## config.mk

```make
export PLATFORM = sky130hd
export DESIGN_NAME = calc_core_bcd_flat
export DESIGN_NICKNAME = d
export VERILOG_FILES = /design/src/rtl/calc_core_bcd_if.sv /design/src/rtl/calc_core_bcd.sv /design/src/flat_wrapper.sv
export SDC_FILE = /design/constraint.sdc
export NUM_CORES = 2
export LEC_CHECK = 0
export CORE_MARGIN = 5
export CORE_UTILIZATION = 60
export DETAILED_ROUTE_END_ITERATION = 6
export PLACE_DENSITY_LB_ADDON = 0.3
export SYNTH_ARGS = -nofsm -noshare
export SYNTH_HDL_FRONTEND = slang
export SYNTH_SLANG_ARGS = --single-unit
```

## constraint.sdc

```tcl
create_clock -name clock -period 13.81 [get_ports clock]
set_clock_uncertainty 0.1 [all_clocks]
set_input_delay 2.0715 -clock clock [delete_from_list [all_inputs] [get_ports clock]]
set_output_delay 2.0715 -clock clock [all_outputs]
set_load 0.01 [all_outputs]
```

## src/rtl/calc_core_bcd_if.sv

```systemverilog
`default_nettype none
// ============================================================================
// Module   : calc_core_bcd_if
// Desc     : Keypad command channel into calc_core_bcd (valid/ready).
//            The keypad decoder drives the master side, the core the slave.
// Revision : 1.0 - initial release
// ============================================================================
interface calc_core_bcd_if;
   logic [3:0] cmd;
   logic       cmd_valid;
   logic       cmd_ready;

   modport master (output cmd, output cmd_valid, input  cmd_ready);
   modport slave  (input  cmd, input  cmd_valid, output cmd_ready);
endinterface : calc_core_bcd_if
`default_nettype wire

```

## src/rtl/calc_core_bcd.sv

```systemverilog
`default_nettype none
// ============================================================================
// Module   : calc_core_bcd
// Desc     : Decimal entry calculator core. Accumulates an NDIGITS decimal
//            operand from keypad commands, performs add / subtract / serial
//            shift-add multiply, converts the displayed value to BCD with a
//            serial double-dabble and scans the digits onto a shared bus.
// Revision : 1.0 - initial release
// ============================================================================
module calc_core_bcd #(
   parameter int NDIGITS  = 8,
   parameter int VALW     = 27,
   parameter int SCAN_DIV = 1000
) (
   input  logic                clock,
   input  logic                reset,
   calc_core_bcd_if.slave      cmd_if,
   output logic [1:0]          o_status,
   output logic [VALW-1:0]     o_value,
   output logic [3:0]          o_data,
   output logic [NDIGITS-1:0]  o_pos
);

   function automatic logic [63:0] f_pow10(input int n);
      logic [63:0] r;
      r = 64'd1;
      for (int i = 0; i < n; i++) r = r * 64'd10;
      return r;
   endfunction

   localparam logic [VALW-1:0] c_MAXV = VALW'(f_pow10(NDIGITS) - 64'd1);
   localparam int c_BW = 4 * NDIGITS;
   localparam int c_CW = $clog2(VALW + 1);
   localparam int c_SW = (SCAN_DIV > 1) ? $clog2(SCAN_DIV) : 1;

   localparam logic [3:0] c_CMD_ADD  = 4'd10;
   localparam logic [3:0] c_CMD_SUB  = 4'd11;
   localparam logic [3:0] c_CMD_MUL  = 4'd12;
   localparam logic [3:0] c_CMD_CLR  = 4'd13;
   localparam logic [3:0] c_CMD_EQ   = 4'd14;
   localparam logic [3:0] c_CMD_BKSP = 4'd15;

   typedef enum logic [2:0] {
      S_ENTRY     = 3'd0,
      S_BUSY_MUL  = 3'd1,
      S_BUSY_CONV = 3'd2,
      S_RESULT    = 3'd3,
      S_ERROR     = 3'd4
   } state_t;

   typedef enum logic [1:0] {
      OP_NONE = 2'd0,
      OP_ADD  = 2'd1,
      OP_SUB  = 2'd2,
      OP_MUL  = 2'd3
   } op_t;

   // architectural state
   state_t              r_state;
   logic [VALW-1:0]     r_entry;
   logic [VALW-1:0]     r_acc;
   logic [VALW-1:0]     r_value;
   op_t                 r_pend;
   logic                r_fresh;     // a digit was entered since the last op key
   logic                r_ret_res;   // conversion ends in RESULT rather than ENTRY

   // serial engines (multiply and double-dabble share the step counter)
   logic [c_CW-1:0]     r_cnt;
   logic [2*VALW-1:0]   r_mcand;
   logic [VALW-1:0]     r_mplier;
   logic [2*VALW-1:0]   r_prod;
   logic [VALW-1:0]     r_dd_bin;
   logic [c_BW-1:0]     r_dd_bcd;
   logic [c_BW-1:0]     r_bcd_img;

   // display scan
   logic [c_SW-1:0]     r_scan;
   logic [NDIGITS-1:0]  r_pos;
   logic [3:0]          r_data;

   // next-state / control
   state_t              w_state_nxt;
   logic [VALW-1:0]     w_entry_nxt;
   logic [VALW-1:0]     w_acc_nxt;
   logic [VALW-1:0]     w_value_nxt;
   op_t                 w_pend_nxt;
   logic                w_fresh_nxt;
   logic                w_ret_res_nxt;
   logic                w_start_conv;
   logic                w_start_mul;
   logic                w_is_eq;
   logic                w_commit;
   logic [VALW-1:0]     w_result;
   op_t                 w_new_op;

   logic                w_accept;
   logic                w_is_clr;
   logic [VALW-1:0]     w_dig_base;
   logic [VALW+3:0]     w_dig_cand;
   logic                w_dig_ok;
   logic [VALW-1:0]     w_bksp;
   logic [VALW:0]       w_sum;
   logic                w_add_ovf;
   logic                w_sub_neg;
   logic [VALW-1:0]     w_diff;
   logic [2*VALW-1:0]   w_prod_step;
   logic                w_mul_last;
   logic                w_mul_ovf;
   logic                w_conv_done;
   logic [c_BW-1:0]     w_dd_adj;
   logic [NDIGITS-1:0]  w_nz;
   logic                w_run;
   logic [3:0]          w_digit;
   logic                w_show;

   // Clear-all must get through even while a serial engine is running.
   assign cmd_if.cmd_ready = (r_state == S_ENTRY) || (r_state == S_RESULT) ||
                             (r_state == S_ERROR) ||
                             (cmd_if.cmd_valid && (cmd_if.cmd == c_CMD_CLR));
   assign w_accept = cmd_if.cmd_valid && cmd_if.cmd_ready;
   assign w_is_clr = w_accept && (cmd_if.cmd == c_CMD_CLR);

   // A digit in RESULT starts a fresh number instead of extending the result.
   assign w_dig_base = (r_state == S_RESULT) ? '0 : r_entry;
   assign w_dig_cand = ({4'd0, w_dig_base} << 3) + ({4'd0, w_dig_base} << 1) +
                       {{VALW{1'b0}}, cmd_if.cmd};
   assign w_dig_ok   = (w_dig_cand <= {4'd0, c_MAXV});

   // In RESULT the entry register holds the result, so this trims the display.
   assign w_bksp    = r_entry / VALW'(10);
   assign w_sum     = {1'b0, r_acc} + {1'b0, r_entry};
   assign w_add_ovf = (w_sum > {1'b0, c_MAXV});
   assign w_sub_neg = (r_acc < r_entry);
   assign w_diff    = r_acc - r_entry;

   assign w_prod_step = r_prod + (r_mplier[0] ? r_mcand : '0);
   assign w_mul_last  = (r_cnt == c_CW'(VALW - 1));
   assign w_mul_ovf   = (w_prod_step > {{VALW{1'b0}}, c_MAXV});
   assign w_conv_done = (r_cnt == c_CW'(VALW));

   // Command decode and next-state computation for the control FSM.
   always_comb begin
      w_state_nxt   = r_state;
      w_entry_nxt   = r_entry;
      w_acc_nxt     = r_acc;
      w_value_nxt   = r_value;
      w_pend_nxt    = r_pend;
      w_fresh_nxt   = r_fresh;
      w_ret_res_nxt = r_ret_res;
      w_start_conv  = 1'b0;
      w_start_mul   = 1'b0;
      w_commit      = 1'b0;
      w_result      = r_entry;
      w_is_eq       = (cmd_if.cmd == c_CMD_EQ);
      case (cmd_if.cmd)
         c_CMD_ADD: w_new_op = OP_ADD;
         c_CMD_SUB: w_new_op = OP_SUB;
         c_CMD_MUL: w_new_op = OP_MUL;
         default:   w_new_op = OP_NONE;
      endcase

      if (w_is_clr) begin
         w_state_nxt   = S_ENTRY;
         w_entry_nxt   = '0;
         w_acc_nxt     = '0;
         w_value_nxt   = '0;
         w_pend_nxt    = OP_NONE;
         w_fresh_nxt   = 1'b0;
         w_ret_res_nxt = 1'b0;
      end else begin
         case (r_state)
            S_ENTRY, S_RESULT: begin
               if (w_accept) begin
                  if (cmd_if.cmd <= 4'd9) begin
                     if (w_dig_ok) begin
                        w_entry_nxt   = w_dig_cand[VALW-1:0];
                        w_value_nxt   = w_dig_cand[VALW-1:0];
                        w_fresh_nxt   = 1'b1;
                        w_ret_res_nxt = 1'b0;
                        w_start_conv  = 1'b1;
                        w_state_nxt   = S_BUSY_CONV;
                     end
                  end else if (cmd_if.cmd == c_CMD_BKSP) begin
                     w_entry_nxt   = w_bksp;
                     w_value_nxt   = w_bksp;
                     w_ret_res_nxt = 1'b0;
                     w_start_conv  = 1'b1;
                     w_state_nxt   = S_BUSY_CONV;
                  end else if (w_is_eq || (w_new_op != OP_NONE)) begin
                     if (!w_is_eq && (r_pend != OP_NONE) && !r_fresh) begin
                        // back-to-back op keys only change the pending operator
                        w_pend_nxt = w_new_op;
                     end else begin
                        w_fresh_nxt   = 1'b0;
                        w_ret_res_nxt = w_is_eq;
                        w_pend_nxt    = w_new_op;
                        case (r_pend)
                           OP_MUL: begin
                              w_start_mul = 1'b1;
                              w_state_nxt = S_BUSY_MUL;
                              if (!w_is_eq) w_entry_nxt = '0;
                           end
                           OP_ADD: begin
                              if (w_add_ovf) w_state_nxt = S_ERROR;
                              else begin
                                 w_result = w_sum[VALW-1:0];
                                 w_commit = 1'b1;
                              end
                           end
                           OP_SUB: begin
                              if (w_sub_neg) w_state_nxt = S_ERROR;
                              else begin
                                 w_result = w_diff;
                                 w_commit = 1'b1;
                              end
                           end
                           default: begin
                              w_result = r_entry;
                              w_commit = 1'b1;
                           end
                        endcase
                        if (w_commit) begin
                           // equals keeps the result in entry so it can be chained
                           w_acc_nxt    = w_result;
                           w_value_nxt  = w_result;
                           w_entry_nxt  = w_is_eq ? w_result : '0;
                           w_start_conv = 1'b1;
                           w_state_nxt  = S_BUSY_CONV;
                        end
                     end
                  end
               end
            end
            S_BUSY_MUL: begin
               if (w_mul_last) begin
                  if (w_mul_ovf) w_state_nxt = S_ERROR;
                  else begin
                     w_acc_nxt    = w_prod_step[VALW-1:0];
                     w_value_nxt  = w_prod_step[VALW-1:0];
                     if (r_ret_res) w_entry_nxt = w_prod_step[VALW-1:0];
                     w_start_conv = 1'b1;
                     w_state_nxt  = S_BUSY_CONV;
                  end
               end
            end
            S_BUSY_CONV: begin
               if (w_conv_done) w_state_nxt = r_ret_res ? S_RESULT : S_ENTRY;
            end
            S_ERROR: begin
               w_state_nxt = S_ERROR;
            end
            default: begin
               w_state_nxt = S_ENTRY;
            end
         endcase
      end
   end

   // FSM state register.
   always_ff @(posedge clock or posedge reset) begin
      if (reset) r_state <= S_ENTRY;
      else       r_state <= w_state_nxt;
   end

   // Operand, accumulator and displayed-value registers.
   always_ff @(posedge clock or posedge reset) begin
      if (reset) begin
         r_entry   <= '0;
         r_acc     <= '0;
         r_value   <= '0;
         r_pend    <= OP_NONE;
         r_fresh   <= 1'b0;
         r_ret_res <= 1'b0;
      end else begin
         r_entry   <= w_entry_nxt;
         r_acc     <= w_acc_nxt;
         r_value   <= w_value_nxt;
         r_pend    <= w_pend_nxt;
         r_fresh   <= w_fresh_nxt;
         r_ret_res <= w_ret_res_nxt;
      end
   end

   // Double-dabble adjust: every BCD digit of 5 or more gets +3 before the shift.
   always_comb begin
      w_dd_adj = r_dd_bcd;
      for (int i = 0; i < NDIGITS; i++) begin
         if (r_dd_bcd[4*i +: 4] >= 4'd5) w_dd_adj[4*i +: 4] = r_dd_bcd[4*i +: 4] + 4'd3;
      end
   end

   // Serial multiplier and binary-to-BCD converter, plus the latched BCD image.
   always_ff @(posedge clock or posedge reset) begin
      if (reset) begin
         r_cnt     <= '0;
         r_mcand   <= '0;
         r_mplier  <= '0;
         r_prod    <= '0;
         r_dd_bin  <= '0;
         r_dd_bcd  <= '0;
         r_bcd_img <= '0;
      end else if (w_is_clr) begin
         r_cnt     <= '0;
         r_bcd_img <= '0;
      end else if (w_start_mul) begin
         r_mcand  <= {{VALW{1'b0}}, r_acc};
         r_mplier <= r_entry;
         r_prod   <= '0;
         r_cnt    <= '0;
      end else if (w_start_conv) begin
         r_dd_bin <= w_value_nxt;
         r_dd_bcd <= '0;
         r_cnt    <= '0;
      end else if (r_state == S_BUSY_MUL) begin
         r_prod   <= w_prod_step;
         r_mcand  <= {r_mcand[2*VALW-2:0], 1'b0};
         r_mplier <= {1'b0, r_mplier[VALW-1:1]};
         r_cnt    <= r_cnt + c_CW'(1);
      end else if (r_state == S_BUSY_CONV) begin
         if (w_conv_done) begin
            r_bcd_img <= r_dd_bcd;
         end else begin
            r_dd_bcd <= {w_dd_adj[c_BW-2:0], r_dd_bin[VALW-1]};
            r_dd_bin <= {r_dd_bin[VALW-2:0], 1'b0};
            r_cnt    <= r_cnt + c_CW'(1);
         end
      end
   end

   // Select the digit at the active position and decide leading-zero blanking.
   always_comb begin
      w_run   = 1'b0;
      w_nz    = '0;
      w_digit = 4'd0;
      w_show  = 1'b1;
      for (int i = NDIGITS - 1; i >= 0; i--) begin
         w_run = w_run | (|r_bcd_img[4*i +: 4]);
         w_nz[i] = w_run;
      end
      for (int i = 0; i < NDIGITS; i++) begin
         if (r_pos[i]) begin
            w_digit = r_bcd_img[4*i +: 4];
            w_show  = (i == 0) || w_nz[i];
         end
      end
   end

   // Display scan: free-running position rotation and registered digit output.
   always_ff @(posedge clock or posedge reset) begin
      if (reset) begin
         r_scan <= '0;
         r_pos  <= NDIGITS'(1);
         r_data <= 4'd0;
      end else begin
         if (r_scan == c_SW'(SCAN_DIV - 1)) begin
            r_scan <= '0;
            r_pos  <= (r_pos << 1) | NDIGITS'(r_pos[NDIGITS-1]);
         end else begin
            r_scan <= r_scan + c_SW'(1);
         end
         if (w_is_clr)                r_data <= 4'd0;
         else if (r_state == S_ERROR) r_data <= 4'hE;
         else if (w_show)             r_data <= w_digit;
         else                         r_data <= 4'hF;
      end
   end

   // Status encoding follows the FSM state.
   always_comb begin
      case (r_state)
         S_BUSY_MUL, S_BUSY_CONV: o_status = 2'b01;
         S_ERROR:                 o_status = 2'b10;
         S_RESULT:                o_status = 2'b11;
         default:                 o_status = 2'b00;
      endcase
   end

   assign o_value = r_value;
   assign o_data  = r_data;
   assign o_pos   = r_pos;

endmodule : calc_core_bcd
`default_nettype wire

```

## src/flat_wrapper.sv

```systemverilog
// flat-port wrapper written by rule: the top's interface ports become plain ports
module calc_core_bcd_flat 
#(
   parameter int NDIGITS  = 8,
   parameter int VALW     = 27,
   parameter int SCAN_DIV = 1000
)
  (clock, reset, o_status, o_value, o_data, o_pos, cmd_if_cmd, cmd_if_cmd_valid, cmd_if_cmd_ready);
  calc_core_bcd_if cmd_if_i ();
  input  logic clock;
  input  logic reset;
  output logic [1:0] o_status;
  output logic [VALW-1:0] o_value;
  output logic [3:0] o_data;
  output logic [NDIGITS-1:0] o_pos;
  input wire logic [$bits(cmd_if_i.cmd)-1:0] cmd_if_cmd;
  input wire logic [$bits(cmd_if_i.cmd_valid)-1:0] cmd_if_cmd_valid;
  output wire logic [$bits(cmd_if_i.cmd_ready)-1:0] cmd_if_cmd_ready;
  assign cmd_if_i.cmd = cmd_if_cmd;
  assign cmd_if_i.cmd_valid = cmd_if_cmd_valid;
  assign cmd_if_cmd_ready = cmd_if_i.cmd_ready;
  calc_core_bcd #(.NDIGITS(NDIGITS), .VALW(VALW), .SCAN_DIV(SCAN_DIV)) u_core (.clock(clock), .reset(reset), .cmd_if(cmd_if_i), .o_status(o_status), .o_value(o_value), .o_data(o_data), .o_pos(o_pos));
endmodule
```

==> summary.md <==
| Metric | Value |
|---|---|
| Period utilization | 0.780 |
| Sequential fraction of the synthesis area | 0.295 |
| Fin. Hold Viols | 0 |
| Post-CTS Setup Bufs | 0 |
| Mapped Avg Cell Area | 7.71 sq um |
| Port Buf Inserts | 48 |
| Routed Antenna Nets | 0 |
| Period minus WS final | 10770 ps |
| CP Depth | 29 |
| Row count | 80 |
| Worst-Margin Slew | 1250 ps |
| Die height | 230 um |
| Critical path data required time | 14210 ps |
| DIE AREA | 52700 sq um |
| Reg2reg setup slack | 3040 ps |
| Ys Warns | 0 |
| WL final | 90300 um |
| CP Capture Point | u_core.r_dd_bin[0] |
| Commonest non-fill, non-tap cell in the layout | nand2_1 |
| Slew Limit Headroom | 0.166 |
| Critical Path AT | 11170 ps |
| Area Overhead vs Synth | 7.85% |
| Most frequent cells in the layout | nand2_1 (574), dfrtp_1 (340), nor2_1 (306) |
| Largest net degree at the start of global routing | 98 |
| Number of flops mapped to enable cells by yosys | 0 |
| Fill cells | 4060 |
| Clock slew at reported path FFs | 60 ps |
| Max FO, Critical Path | 18 |
| GRT Util Overall | 0.331 |
| Sum Neg Setup Slack | 0 ps |
| Starting density of the core | 0.606 |
| Post-synthesis sequential element count | 341 |
| Nets | 3840 |
| Htree depth | 2 |
| Clk_lat worst skew | 600 ps |
| CTS resizes | 0 |
| CP bufs+invs | 0 |
| Achievable Freq | 92.8 MHz |
| Final RePlAce weighted congestion | 1.00 |
| Slowest cell delay on critical path | 840 ps |
| Boundary Pins | 49 |
| HPWL after detailed placement | 63000 um |
| Asr flop ratio synth | 1.00 |
| CTS tree | built |
| Core ar. | 47700 sq um |
| Vias in the first global route | 26.6k |
| Fraction of layout cells with a size suffix above 1 | 0.0618 |
| Max Cap Viol | 0 |
| Via density | 6.74 |
| First-pass GRT wire length | 145000 um |
| Endpoints failing setup | 0 |
| Grt ovf | 0 |
| Netlist cell types | 116 |
| Reg-to-reg endpoint | u_core.r_dd_bin[0] |
| Slew Viols, Final | 0 |
| Clock Tree Buf Depth | 3 |
| Per-cell routed wire length | 21.0 um |
| Synth Net Count | 3953 |
| Top Family by Delay on Critical Path | compound AO/OA/AOI/OAI gates |
| WS Path Type | flip-flop to flip-flop |
| CP startpoint kind | flip-flop |
| Setup repair after global routing missed its margin | no |
| Worst reg2reg startpoint | u_core.r_entry[25] |
| Iter 0 DRT Violations | 3805 |
| TritonCTS Buffers | 41 |
| Clock sink count | 341 |
| Synthesized cell area | 28900 sq um |
| Hold buffer count at cts | 0 |
| Pre-antenna DRT Iters | 7 |
| Antenna violations before repair | 0 |
| Die width | 230 um |
| Critical Path End Type | flip-flop |
| Worst-case reg-to-reg path depth | 29 |
| Failing checks | DRC |
| Primary FF master, synth | dfrtp_1 |
| Post-Synthesis Cells | 3756 |
| CP max-delay cell | nor2b_1 |
| Status | finished with violations |
| Worst hold path type | flip-flop to flip-flop |
| WHS Path Cells | 1 |
| Critical path launch point | u_core.r_entry[25] |
| CTS Root Cell | clkbuf_16 |
| DRC Markers | 6 |
| Via count of the routed design | 28.9k |
[Yosys cell counts (31+ instances only)]
library cell | count | share of area
ha_1 | 185 | 0.080
inv_1 | 140 | 0.018
o21bai_1 | 31 | 0.0080
dfrtp_1 | 340 | 0.29
o31ai_1 | 82 | 0.021
a31oi_1 | 81 | 0.018
nand2b_1 | 36 | 0.0078
nand2_1 | 574 | 0.074
a211oi_1 | 57 | 0.015
o211ai_1 | 35 | 0.0091
nand3_1 | 127 | 0.022
a21o_1 | 61 | 0.016
and2_1 | 94 | 0.020
o21ai_0 | 297 | 0.051
xnor2_1 | 87 | 0.026
nand4_1 | 31 | 0.0067
clkbuf_1 | 215 | 0.028
nor2_1 | 312 | 0.040
nor3_1 | 73 | 0.013
a21oi_1 | 264 | 0.046
[worst min path at each step]
stage	endpoint	from	slack [ps]
3_5_place_dp	u_core.r_scan[0]	u_core.r_scan[0]	360
4_1_cts	u_core.r_scan[0]	u_core.r_scan[0]	360
6_report	u_core.r_scan[0]	u_core.r_scan[0]	360
3_3_place_gp	u_core.r_mcand[53]	u_core.r_mcand[53]	350
2_1_floorplan	u_core.r_scan[0]	u_core.r_scan[0]	330
5_1_grt	u_core.r_prod[16]	u_core.r_prod[16]	390
[registers in the layout (all words and copies together), names as in the netlist]
name / cells
u_core.r_pend: 2
u_core.r_fresh: 1
u_core.o_pos: 8
u_core.r_mcand: 54
u_core.r_state: 3
u_core.r_acc: 27
u_core.r_entry: 27
u_core.o_data: 4
u_core.r_bcd_img: 32
u_core.r_dd_bcd: 32
u_core.r_mplier: 27
u_core.r_scan: 10
u_core.r_ret_res: 1
u_core.r_dd_bin: 27
u_core.o_value: 27
u_core.r_cnt: 5
u_core.r_prod: 54
[routing by layer]
metal / global-route usage / wire (um) / up-vias / part of all wire
li1: - / - / 13400 / -
met1: 0.480 / 39200 / 13700 / 0.43
met2: 0.488 / 38000 / 1530 / 0.42
met3: 0.0762 / 9420 / 301 / 0.10
met4: 0.117 / 3660 / 2 / 0.041
met5: 0 / 32 / - / 0.00035
[metrics by stage]
stage / utilization / cells / cell area [sq um] / hold WS [ps] / worst slack (ps)
3_5_place_dp: 0.621 / 4215 / 29700 / 356 / 3280
4_1_cts: 0.654 / 4289 / 31200 / 364 / 3270
2_1_floorplan: - / 3756 / 28900 / 333 / 2190
5_1_grt: 0.654 / 4289 / 31200 / 385 / 2290
3_3_place_gp: 0.621 / 4215 / 29700 / 351 / 3470
6_report: 0.654 / 4290 / 31200 / 359 / 3040
[area by class of cell]
cell class	count	area [sq um]	area share
inverters	150	571	0.0183
clock buffers	53	1160	0.0372
clock inverters	21	397	0.0127
well taps	615	769	0.0246
diodes	1	2.50	0.0000802
repair buffers	99	863	0.0277
flip-flops and latches	341	8530	0.273
multi-input cells	3010	18900	0.606
[cells by family after synthesis]
| logic type | share of synthesized area |
|---|---|
| AO/OA/AOI/OAI | 0.289 |
| multiplexers | 0.0153 |
| buffers and inverters | 0.0555 |
| adder cells (fa/ha/maj) | 0.0852 |
| AND/OR/NAND/NOR | 0.225 |
| XOR/XNOR | 0.0354 |
| flip-flops | 0.295 |
Power is not shown: default switching activity piles up to over one toggle a cycle in this logic, so the estimate is an artifact.
